$ cat config.mk
export PLATFORM = sky130hd
export DESIGN_NAME = fwd_operand_stage
export DESIGN_NICKNAME = d
export VERILOG_FILES = /design/src/rtl/fwd_pkg.sv /design/src/rtl/fwd_select.sv /design/src/rtl/fwd_operand_stage.sv
export SDC_FILE = /design/constraint.sdc
export NUM_CORES = 1
export LEC_CHECK = 0
export ABC_AREA = 1
export CAP_MARGIN = 20
export CORE_ASPECT_RATIO = 0.6
export CORE_MARGIN = 8
export CORE_UTILIZATION = 44
export DETAILED_ROUTE_END_ITERATION = 10
export PLACE_DENSITY = 0.93
export SKIP_CTS_REPAIR_TIMING = 1
export SYNTH_ARGS = -nofsm -noshare
export SYNTH_HDL_FRONTEND = slang
export SYNTH_SLANG_ARGS = --single-unit
$ cat constraint.sdc
create_clock -name clk -period 2.4 [get_ports clk]
set_clock_uncertainty 0.15 [all_clocks]
set_input_delay 0.24 -clock clk [delete_from_list [all_inputs] [get_ports clk]]
set_output_delay 0.24 -clock clk [all_outputs]
set_load 0.05 [all_outputs]
$ cat src/rtl/fwd_pkg.sv
// Shared constants and flat-vector slicing helper for the operand-forwarding stage.
package fwd_pkg;

  localparam int unsigned REG_AW   = 5;
  localparam int unsigned XLEN_DEF = 32;
  // Upper bound on forwarding sources supported by the slicing helper.
  localparam int unsigned MAX_SRC  = 8;

  function automatic logic [REG_AW-1:0] src_rd(input logic [REG_AW*MAX_SRC-1:0] rd_flat,
                                               input int unsigned idx);
    return rd_flat[idx*REG_AW +: REG_AW];
  endfunction

endpackage

$ cat src/rtl/fwd_select.sv
// Priority scan of one source operand across the in-flight forwarding sources.
module fwd_select
  import fwd_pkg::*;
#(
  parameter int unsigned XLEN = XLEN_DEF,
  parameter int unsigned NSRC = 3
) (
  input  logic [REG_AW-1:0]    addr,
  input  logic [XLEN-1:0]      rf_data,
  input  logic [NSRC-1:0]      fwd_valid,
  input  logic [REG_AW*NSRC-1:0] fwd_rd,
  input  logic [XLEN*NSRC-1:0] fwd_data,
  input  logic [NSRC-1:0]      fwd_pend,
  output logic [XLEN-1:0]      data,
  output logic                 hit,
  output logic                 pend
);

  logic [REG_AW*MAX_SRC-1:0] rd_flat;

  always_comb begin
    rd_flat = '0;
    rd_flat[REG_AW*NSRC-1:0] = fwd_rd;
  end

  // Index 0 is youngest; the first match stops the scan so younger always wins.
  always_comb begin
    data = rf_data;
    hit  = 1'b0;
    pend = 1'b0;
    for (int unsigned i = 0; i < NSRC; i++) begin
      if (!hit && fwd_valid[i] && (src_rd(rd_flat, i) == addr) && (addr != '0)) begin
        hit  = 1'b1;
        data = fwd_data[i*XLEN +: XLEN];
        pend = fwd_pend[i];
      end
    end
  end

endmodule

$ cat src/rtl/fwd_operand_stage.sv
// ID/EX operand forwarding, load-use stall and pipeline register with flush bubbles.
// Optional FWD_STATS_EN adds saturating stall_cnt / hit_cnt counters.
module fwd_operand_stage
  import fwd_pkg::*;
#(
  parameter int unsigned XLEN       = XLEN_DEF,
  parameter int unsigned NSRC       = 3,
  parameter int unsigned BUBBLE_CYC = 1
) (
  input  logic                   clk,
  input  logic                   rst,
  input  logic                   in_valid,
  input  logic [REG_AW-1:0]      rs1_addr,
  input  logic [REG_AW-1:0]      rs2_addr,
  input  logic [XLEN-1:0]        rs1_data,
  input  logic [XLEN-1:0]        rs2_data,
  input  logic [XLEN-1:0]        pc,
  input  logic [XLEN-1:0]        imm,
  input  logic                   sel_pc,
  input  logic                   sel_imm,
  input  logic [NSRC-1:0]        fwd_valid,
  input  logic [REG_AW*NSRC-1:0] fwd_rd,
  input  logic [XLEN*NSRC-1:0]   fwd_data,
  input  logic [NSRC-1:0]        fwd_pend,
  input  logic                   flush,
  input  logic                   stall_in,
  output logic                   stall_out,
  output logic                   out_valid,
  output logic [XLEN-1:0]        op_a,
  output logic [XLEN-1:0]        op_b,
  output logic [XLEN-1:0]        alu_x,
  output logic [XLEN-1:0]        alu_y,
  output logic                   fwd_hit_a,
  output logic                   fwd_hit_b
`ifdef FWD_STATS_EN
  ,
  output logic [31:0]            stall_cnt,
  output logic [31:0]            hit_cnt
`endif
);

  logic [XLEN-1:0] data_a, data_b;
  logic            hit_a, hit_b, pend_a, pend_b;
  logic            haz;
  logic [2:0]      bcnt;
  logic [XLEN-1:0] pc_q, imm_q;
  logic            sel_pc_q, sel_imm_q;

  fwd_select #(
    .XLEN (XLEN),
    .NSRC (NSRC)
  ) u_sel_a (
    .addr      (rs1_addr),
    .rf_data   (rs1_data),
    .fwd_valid (fwd_valid),
    .fwd_rd    (fwd_rd),
    .fwd_data  (fwd_data),
    .fwd_pend  (fwd_pend),
    .data      (data_a),
    .hit       (hit_a),
    .pend      (pend_a)
  );

  fwd_select #(
    .XLEN (XLEN),
    .NSRC (NSRC)
  ) u_sel_b (
    .addr      (rs2_addr),
    .rf_data   (rs2_data),
    .fwd_valid (fwd_valid),
    .fwd_rd    (fwd_rd),
    .fwd_data  (fwd_data),
    .fwd_pend  (fwd_pend),
    .data      (data_b),
    .hit       (hit_b),
    .pend      (pend_b)
  );

  // Only the winning source's pend matters; a shadowed older load is irrelevant.
  assign haz       = in_valid & ((hit_a & pend_a) | (hit_b & pend_b));
  assign stall_out = (haz & ~flush & (bcnt == 3'd0)) | stall_in;

  always_ff @(posedge clk) begin
    if (rst) begin
      out_valid <= 1'b0;
      op_a      <= '0;
      op_b      <= '0;
      pc_q      <= '0;
      imm_q     <= '0;
      sel_pc_q  <= 1'b0;
      sel_imm_q <= 1'b0;
      fwd_hit_a <= 1'b0;
      fwd_hit_b <= 1'b0;
      bcnt      <= 3'd0;
    end else if (flush) begin
      out_valid <= 1'b0;
      op_a      <= '0;
      op_b      <= '0;
      fwd_hit_a <= 1'b0;
      fwd_hit_b <= 1'b0;
      bcnt      <= 3'(BUBBLE_CYC);
    end else if (stall_in) begin
      // hold everything
    end else if ((bcnt != 3'd0) || haz) begin
      out_valid <= 1'b0;
      op_a      <= '0;
      op_b      <= '0;
      fwd_hit_a <= 1'b0;
      fwd_hit_b <= 1'b0;
      if (bcnt != 3'd0) bcnt <= bcnt - 3'd1;
    end else begin
      out_valid <= in_valid;
      op_a      <= data_a;
      op_b      <= data_b;
      pc_q      <= pc;
      imm_q     <= imm;
      sel_pc_q  <= sel_pc;
      sel_imm_q <= sel_imm;
      fwd_hit_a <= hit_a;
      fwd_hit_b <= hit_b;
    end
  end

  assign alu_x = sel_pc_q  ? pc_q  : op_a;
  assign alu_y = sel_imm_q ? imm_q : op_b;

`ifdef FWD_STATS_EN
  always_ff @(posedge clk) begin
    if (rst) begin
      stall_cnt <= '0;
      hit_cnt   <= '0;
    end else if (!flush && !stall_in) begin
      if (bcnt == 3'd0 && haz && stall_cnt != '1) begin
        stall_cnt <= stall_cnt + 32'd1;
      end
      if (bcnt == 3'd0 && !haz && in_valid && (hit_a | hit_b) && hit_cnt != '1) begin
        hit_cnt <= hit_cnt + 32'd1;
      end
    end
  end
`endif

endmodule

==> impl_metrics.env, run 1 <==
export IMPL_wire_per_inst_um=19.3
export IMPL_cts_buffers=17
export IMPL_drive_above_1_share_pct=12.5
export IMPL_detail_route_antenna_nets=0
export IMPL_power_density_nw_per_um2=484
export IMPL_crit_fanout=7
export IMPL_rows=41
export IMPL_synth_area_um2=9480
export IMPL_cts_buffer_depth=2
export IMPL_drtIter0Drc=1410
export IMPL_gr_total_overflow=0
export IMPL_final_period_utilization_pct=98.1
export IMPL_grt_max_degree=90
export IMPL_status="finished, final reports clean"
export IMPL_holdCritStartpoint="stall_in"
export IMPL_worst_pin_slew_ns=0.586
export IMPL_leakage_nw=7.37
export IMPL_worstPathCellList="dlymetal6s2s_1 > buf_6 > nor2_4 > nand3_2 > inv_2 > nor2_2 > nand2_2 > buf_6 > nand3_2 > nand3_1 > nand2_1 > nand2_2 > nand2_4 > o31ai_4 > buf_6 > buf_12"
export IMPL_gp_congestion=0.999
export IMPL_peakVddDrop_mv=0.587
export IMPL_coreArea_um2=21100
export IMPL_avgSynthCellArea_um2=5.47
export IMPL_power_w=0.00736
export IMPL_ios=394
export IMPL_fillers=1700
export IMPL_end_kind="output port"
export IMPL_required_ns=2.01
export IMPL_numClockSinks=136
export IMPL_crit_path_start_kind="primary input"
export IMPL_io_buffer_count=393
export IMPL_crit_type="in -> out"
export IMPL_dieArea_um2=26700
export IMPL_cp_common_cell="buf_6"
export IMPL_grt_first_pass_wirelength_um=69500
export IMPL_reg2reg_from="bcnt[0]"
export IMPL_timing_slew_headroom_pct=60.8
export IMPL_cpPeakStageDelay_ns=0.19
export IMPL_yosysWarnings=0
export IMPL_htree_levels=4
export IMPL_dp_cells=2371
export IMPL_yosysSeqAreaShare_pct=28.7
export IMPL_die_h_um=130
export IMPL_start_util_pct=45.0
export IMPL_root_buffer="clkbuf_16"
export IMPL_slew_violations=0
export IMPL_clock_fmax_mhz=425
export IMPL_instances_no_fill=2407
export IMPL_place_area_um2=14500
export IMPL_hold_violations=0
export IMPL_worst_ep_arrival_time_ns=1.97
export IMPL_path_clk_slew_ns=0.06
export IMPL_fin_setup_tns_ns=0
export IMPL_cp_slowest_cell="o31ai_4"
export IMPL_syn_num_nets=1996
export IMPL_clock_latency_ns=0.42
export IMPL_post_dp_hpwl_um=36100
export IMPL_fp_dieW_um=206
export IMPL_yosys_area_top_type="dfxtp_1"
export IMPL_worst_r2r_setup_slack_ns=0.30
export IMPL_synth_distinct_cells=25
export IMPL_drcViolationCount=0
export IMPL_ys_ff_latch=136
export IMPL_viasPerCell=5.36
export IMPL_critPathLaunch="rs2_addr[2]"
export IMPL_area_growth_pct=60.5
export IMPL_grt_pass1_vias=12200
export IMPL_finalNetCount=2378
export IMPL_yosysTopAreaCellShare_pct=28.7
export IMPL_grtUsageTotal_pct=33.3
export IMPL_hp_class="in -> reg"
export IMPL_antenna_found_initial=2
export IMPL_setup_violations_final=0
export IMPL_synthTopCellsByArea="dfxtp_1 29%, nand2_1 22%, nor2_1 9.4%, inv_1 8.9%, nand3_1 7.1%"
export IMPL_maxCapViolCount=0
export IMPL_postSynthCellCount=1732
export IMPL_final_cell_area_um2=15200
export IMPL_period_minus_slack_ns=2.36
export IMPL_vias=12900
export IMPL_cts_tree="built"
export IMPL_dr_pass1_iters=6
export IMPL_drt_wl_total_um=46400
[placed cells by master, fill, tap and decap left out, types with 4 or more instances in the layout]
| cell type | Yosys | routed |
|---|---|---|
| clkinv_2 | 0 | 5 |
| clkbuf_16 | 0 | 17 |
| buf_12 | 0 | 61 |
| clkdlybuf4s50_1 | 0 | 299 |
| nand3_1 | 134 | 131 |
| dfxtp_1 | 136 | 136 |
| nor2_4 | 1 | 6 |
| buf_6 | 5 | 4 |
| clkbuf_8 | 0 | 5 |
| nand2_1 | 561 | 552 |
| inv_2 | 41 | 46 |
| dlymetal6s2s_1 | 0 | 22 |
| nor2_2 | 4 | 7 |
| buf_4 | 2 | 83 |
| nand2_2 | 3 | 9 |
| nand4_1 | 73 | 73 |
| a21oi_1 | 71 | 70 |
| o21ai_0 | 118 | 117 |
| nor2_1 | 237 | 229 |
| clkbuf_2 | 0 | 6 |
| nand3_2 | 2 | 5 |
| xnor2_1 | 4 | 4 |
| inv_1 | 224 | 219 |
[per-layer routing]
layer	GRT usage, %	wire, um	vias up
li1	-	-	6092
met3	8.17	5400	100
met5	0	0	-
met2	54.0	20900	830
met4	10.8	1350	0
met1	43.0	18700	5882
[cell families (layout without fill, tap and decap cells)]
logic type	count (synthesis)	after routing	synth area share, %
adders and majority gates	2	2	0.264
AOI/OAI and AO/OA	191	191	10.1
and+or+nand+nor	1016	1016	44.5
xor gates and xnor gates	6	6	0.554
buffers and inverters	381	775	15.8
DFF	136	136	28.7
other	0	2	0
[cell usage after synthesis (all sizes together)]
master  instances
clkinv          3
o31ai           1
o21ai         118
inv           265
xor2            2
xnor2           4
clkbuf         74
nand3         136
ha              2
nand2         564
a21oi          71
dfxtp         136
nor2          243
nand4          73
a21boi          1
buf            39
[state kept, by name (all words and copies together), names as in the netlist]
name       count
out_valid      1
bcnt           3
imm_q         32
fwd_hit_b      1
op_a          32
sel_pc_q       1
pc_q          32
sel_imm_q      1
fwd_hit_a      1
op_b          32
[stage by stage]
| step | utilization, % | setup slack, ns | hold slack (ns) |
|---|---|---|---|
| after global placement | 68.9 | -0.456 | 0.308 |
| final | 72.2 | 0.0449 | 0.0699 |
| after global routing | 72.2 | -0.0331 | 0.0841 |
| after detailed placement | 68.9 | -0.555 | 0.314 |
| after floorplan | - | 0.00404 | 0.221 |
| after CTS | 71.6 | -0.412 | 0.0561 |
[power by group]
| group | switching [W] | leakage [nW] | internal [W] | total, W |
|---|---|---|---|---|
| Clock | 0.00101 | 0.281 | 0.00155 | 0.00255 |
| Combinational | 0.00136 | 5.98 | 0.000990 | 0.00235 |
| Sequential | 0.0000700 | 1.11 | 0.00238 | 0.00245 |
| Total | 0.00244 | 7.37 | 0.00492 | 0.00736 |
[final timing paths]
| check | endpoint | cells past startpoint |
|---|---|---|
| worst max register to register | op_b[25] | 8 |
| worst max-delay path | stall_out | 16 |
| worst min-delay path | op_b[10] | 3 |
| worst min register to register | fwd_hit_b | 2 |
[layout make-up]
type,instances,area [um2],area share (%)
tap,279,349,2.29
timing repair buffer,476,5190,34.1
sequential,136,2720,17.9
clock buffer,23,498,3.27
antenna,2,5.00,0.0329
inverter,268,1010,6.63
multi-input combinational,1215,5370,35.3
clock inverter,8,70.1,0.460
[worst max-delay path, delay by kind of cell]
kind            cells  cell delay (ns)
compound gates      1             0.19
buf+inv             6             0.76
simple gates        9             0.75
(Power assumes the default switching activity.)
==> inputs of run 2 (changes only) <==
--- a/config.mk
+++ b/config.mk
@@ -10,6 +10,7 @@
 export CORE_ASPECT_RATIO = 0.6
 export CORE_MARGIN = 8
 export CORE_UTILIZATION = 44
+export CTS_BUF_LIST = sky130_fd_sc_hd__clkbuf_16
 export DETAILED_ROUTE_END_ITERATION = 10
 export PLACE_DENSITY = 0.93
 export SKIP_CTS_REPAIR_TIMING = 1
==> impl_metrics.env, run 2 (synthesis results as in run 1) <==
export IMPL_htree_levels=4
export IMPL_crit_type="in -> out"
export IMPL_dieArea_um2=26700
export IMPL_final_period_utilization_pct=97.5
export IMPL_fillers=1711
export IMPL_detail_route_antenna_nets=0
export IMPL_place_ws_ns=-0.555
export IMPL_vias=12800
export IMPL_gr_total_overflow=0
export IMPL_clock_latency_ns=0.42
export IMPL_setup_violations_final=0
export IMPL_whs_ns=0.0704
export IMPL_power_switching_w=0.00243
export IMPL_gp_congestion=0.999
export IMPL_cts_tree="built"
export IMPL_power_density_nw_per_um2=474
export IMPL_finalNetCount=2378
export IMPL_cp_top_family="buffers and inverters"
export IMPL_ios=394
export IMPL_dp_cells=2371
export IMPL_period_minus_slack_ns=2.34
export IMPL_clock_fmax_mhz=427
export IMPL_combPwrFrac_pct=32.8
export IMPL_grt_first_pass_wirelength_um=69300
export IMPL_slew_violations=0
export IMPL_antenna_found_initial=2
export IMPL_hp_class="in -> reg"
export IMPL_maxCapViolCount=0
export IMPL_grtUsageTotal_pct=33.2
export IMPL_instances_no_fill=2407
export IMPL_drtIter0Drc=1454
export IMPL_seqPwrFrac_pct=34.1
export IMPL_p_clk_share_pct=33.1
export IMPL_worst_ep_arrival_time_ns=1.95
export IMPL_leakage_nw=7.35
export IMPL_intPower_w=0.00475
export IMPL_cp_slowest_cell="dlymetal6s2s_1"
export IMPL_dr_pass1_iters=5
export IMPL_die_h_um=130
export IMPL_layout_commonest_cell="nand2_1"
export IMPL_end_kind="output port"
export IMPL_worst_pin_slew_ns=0.588
export IMPL_start_util_pct=45.0
export IMPL_multi_input_area_um2=5370
export IMPL_cp_buffers_inverters=4
export IMPL_required_ns=2.01
export IMPL_layout_common_cells="552 x nand2_1, 299 x clkdlybuf4s50_1, 229 x nor2_1"
export IMPL_worstPathCellList="dlymetal6s2s_1 > buf_4 > o21ai_1 > nor2_1 > nand2_1 > nor2_4 > nand3_1 > nand2_1 > nor2_1 > nand2_2 > nand2_4 > o31ai_4 > buf_6 > buf_12"
export IMPL_numClockSinks=136
export IMPL_viasPerCell=5.33
export IMPL_io_buffer_count=393
export IMPL_peakVddDrop_mv=0.566
export IMPL_status="finished, final reports clean"
export IMPL_drt_wl_total_um=46300
export IMPL_hold_violations=0
export IMPL_drcViolationCount=0
export IMPL_cpPeakStageDelay_ns=0.28
export IMPL_grt_max_degree=90
export IMPL_drive_above_1_share_pct=12.2
export IMPL_path_clk_slew_ns=0.06
export IMPL_wire_per_inst_um=19.2
export IMPL_switching_share_pct=33.8
export IMPL_post_route_util_pct=71.9
export IMPL_crit_fanout=5
export IMPL_rows=41
export IMPL_fp_dieW_um=206
export IMPL_root_buffer="clkbuf_16"
export IMPL_coreArea_um2=21100
export IMPL_cts_buffers=17
export IMPL_area_growth_pct=60.0
export IMPL_timing_slew_headroom_pct=60.8
export IMPL_cts_buffer_depth=2
export IMPL_grt_pass1_vias=12200
export IMPL_setup_slack_ns=0.0593
export IMPL_post_dp_hpwl_um=36100
export IMPL_regArea_um2=2720
export IMPL_crit_path_start_kind="primary input"
run 2: worst paths after layout:
| kind | slack, ns | startpoint | cells after the start | to |
|---|---|---|---|---|
| setup / recovery | 0.06 | rs1_addr[4] | 14 | stall_out |
| setup reg to reg | 0.29 | bcnt[0] | 8 | op_b[25] |
| hold / removal | 0.07 | stall_in | 3 | op_b[10] |
| hold reg to reg | 0.32 | fwd_hit_b | 2 | fwd_hit_b |
run 2: routing by layer:
metal  global-route usage (%)  wire, um  vias to the layer above
li1                         -         -                     6086
met1                     42.7     18800                     5868
met2                     54.0     20900                      791
met3                     8.59      5300                       94
met5                        0         0                        -
met4                     10.5      1260                        0
run 2: per-stage QoR:
step	cell area, um2	setup TNS (ns)	power, W
after CTS	15000	-1.37	0.00715
final	15200	0	0.00718
after global placement	14500	-45.02	0.00476
after floorplan	9520	0	0.00365
after global routing	15200	-0.0331	0.00748
after detailed placement	14500	-50.75	0.00480
run 2: final cells by class:
cell class	instances	share of cell area (%)
multi-input cells	1215	35.4
repair buffers	476	34.2
flip-flops and latches	136	18.0
inverters	268	6.65
clock buffers	17	2.80
well taps	279	2.30
clock inverters	14	0.610
diodes	2	0.0330
run 2: power groups by stage:
stage	clock (W)	sequential (W)	combinational [W]
4_1_cts	0.00238	0.00245	0.00232
3_3_place_gp	0	0.00249	0.00227
2_1_floorplan	0	0.00259	0.00106
6_report	0.00238	0.00245	0.00235
5_1_grt	0.00250	0.00246	0.00252
3_5_place_dp	0	0.00250	0.00230
run 2: worst reg2reg max path, cell delays in order (launching register included):
cell     delay, ns
dfxtp_1       0.31
inv_1         0.07
ha_1          0.17
ha_1          0.20
inv_1         0.11
nor2_4        0.17
buf_12        0.37
nand3_1       0.30
a21oi_1       0.20
==> edit (flow settings as in run 2) <==
Set the package constant `XLEN_DEF` to 64 (it was 32).
--- a/src/rtl/fwd_pkg.sv
+++ b/src/rtl/fwd_pkg.sv
@@ -3,5 +3,5 @@
 
   localparam int unsigned REG_AW   = 5;
-  localparam int unsigned XLEN_DEF = 32;
+  localparam int unsigned XLEN_DEF = 64;
   // Upper bound on forwarding sources supported by the slicing helper.
   localparam int unsigned MAX_SRC  = 8;
Interface: changed (9 resized); port bits go from 394 to 746. The function was not compared with the original's and may differ.
==> edit against run 2 <==
  * The flow now finishes with violations (setup timing)
  * Power grew 95%
  * Sequential cell count grew 128
  * Worst setup slack lost 0.078 ns
  * Maximum frequency shrank 3.2%
  * Design area grew 94%
  * Synthesized area grew 97%
  * Routed wire length grew 110%
  * Global-route usage grew 3.7 points
==> edit: results (changes against run 2) <==
Power and ir drop
  • Switching share of power: 0.350 (was 0.338)
  • Peak VDD IR: 0.375 mV (was 0.566 mV)
  • LEAKAGE: 13.8 nW (was 7.35 nW)

Critical path
  • Worst-path maximum fanout: 7 (was 5)
  • Worst reg-to-reg path cell count: 10 (was 8)
  • Crit path DAT: 2.03 ns (was 1.95 ns)
  • Max incr delay on CP: 0.23 ns (was 0.28 ns)
  • Largest delay share family, worst path: simple AND/OR/NAND/NOR gates (was buffers and inverters)
  • Worst reg2reg endpoint: imm_q[34] (was op_b[25])
  • Reg2Reg Setup Slack: 0.29 ns (about the same)

Status
  • Failing checks: setup timing
  • Status: finished with violations (was finished, final reports clean)

Logic synthesis
  • Ranking of synthesized cells by area: dfxtp_1 (28%), nand2_1 (19%), nor2_1 (10%) (was dfxtp_1 (29%), nand2_1 (22%), nor2_1 (9.4%))
  • Sequential area share after synthesis: 0.283 (was 0.287)
  • Most used DFF post-synth: dfxtp_1 (unchanged)
  • Mapped Nets: 3706 (was 1996)
  • Mapped Cells: 3218 (was 1732)
  • Post-synthesis cell type count: 30 (was 25)
  • Post-synth top cells: nand2_1 (943), nor2_1 (506), inv_1 (425) (was nand2_1 (561), nor2_1 (237), inv_1 (224))

Global routing
  • First-pass GRT wire length: 142000 um (was 69300 um)
  • GRT Total Usage: 0.369 (was 0.332)
  • Vias in the first global route: 23100 (was 12200)
  • Largest net degree at the start of global routing: 75 (was 90)
  • Antenna violations before repair: 32 (was 2)

Timing
  • Setup ws final: -0.0188 ns (was 0.0593 ns)
  • Final setup viols: 1 (was 0)
  • Sum Neg Setup Slack: -0.0188 ns (was 0 ns)
  • Slew HR: 0.472 (was 0.608)

Routing
  • DRT iter0 DRCs: 3135 (was 1454)
  • DRC Markers: 0 (unchanged)
  • Drt first pass iters: 6 (was 5)
  • Final WL: 98200 um (was 46300 um)
  • Detailed-route via count: 25000 (was 12800)
  • Met3 Wirelength: 12200 um (was 5300 um)
  • Top layer in use: met5 (was met4)
  • DR vias/cell: 5.49 (was 5.33)
  • Routed wl met2: 43300 um (was 20900 um)
  • M1 WL: 36200 um (was 18800 um)

Clock tree
  • Longest Clk Path Bufs: 3 (was 2)
  • CTS Buf Count: 28 (was 17)
  • H-tree depth: 1 (was 4)
  • Clock latency on the worst-skew pair: 0.55 ns (was 0.42 ns)

Cells and area
  • # fillers: 3290 (was 1711)
  • Share of layout cells above drive strength 1: 0.154 (was 0.122)
  • Final net count: 4417 (was 2378)

Placement
  • Cell count after placement: 4456 (was 2371)
  • # port buffers: 745 (was 393)
  • Routability Congestion: 1.03 (was 0.999)
  • HPWL after DPL: 74500 um (was 36100 um)

Worst hold path
  • Worst hold stages: 5 (was 3)
-- edit: stage by stage --
stage                      util  cell area (um^2)  setup WS [ns]  hold WS [ns]
final                     0.702             29400        -0.0188        0.0385
after global routing      0.702             29400         -0.107        0.0265
after CTS                 0.695             29100         -0.506        0.0106
after detailed placement  0.673             28200         -0.581         0.320
after global placement    0.673             28200         -0.537         0.316
after floorplan               -             18700       -0.00486         0.221
-- edit: cell families (layout without fill, tap and decap cells) --
group,Yosys count,count (layout),share of synthesized area
compound gates,388,388,0.110
xor+xnor,5,5,0.00234
fa+ha+maj,2,2,0.00134
buf+inv,725,1458,0.167
flops,264,264,0.283
other cells,0,34,0
simple gates,1834,1834,0.436
-- edit: routing by layer --
metal | vias to the layer above | global-route usage
li1 | 11400 | -
met1 | 11300 | 0.457
met2 | 1936 | 0.572
met3 | 375 | 0.0990
met4 | 4 | 0.218
met5 | - | 0
-- edit: final cells by class --
class / instances / share of cell area
multi-input combinational: 2229 / 0.355
timing repair buffer: 909 / 0.343
sequential: 264 / 0.180
inverter: 497 / 0.0643
clock buffer: 29 / 0.0247
tap: 570 / 0.0243
clock inverter: 23 / 0.00702
antenna: 34 / 0.00289
-- edit: power groups by stage --
stage          logic [mW]  clock network [mW]  registers, mW
2_1_floorplan        2.17                   0           5.03
3_3_place_gp         4.43                   0           4.83
3_5_place_dp         4.51                   0           4.84
4_1_cts              4.55                4.62           4.74
5_1_grt              4.93                4.82           4.77
6_report             4.64                4.60           4.75
-- edit: how the worst min path moves through the flow --
| stage | from | end | slack (ns) |
|---|---|---|---|
| floorplan | flush | bcnt[0] | 0.22 |
| global placement | fwd_hit_a | fwd_hit_a | 0.32 |
| detailed placement | op_a[55] | op_a[55] | 0.32 |
| CTS | stall_in | op_a[29] | 0.01 |
| global route | stall_in | op_a[29] | 0.03 |
| finish | stall_in | op_a[29] | 0.04 |
-- edit: tightest hold or removal path, stage by stage --
cell and delay (ns):
buf_6 0.10, nor2_4 0.07, buf_12 0.16, nand3_2 0.08
a21oi_1 0.05
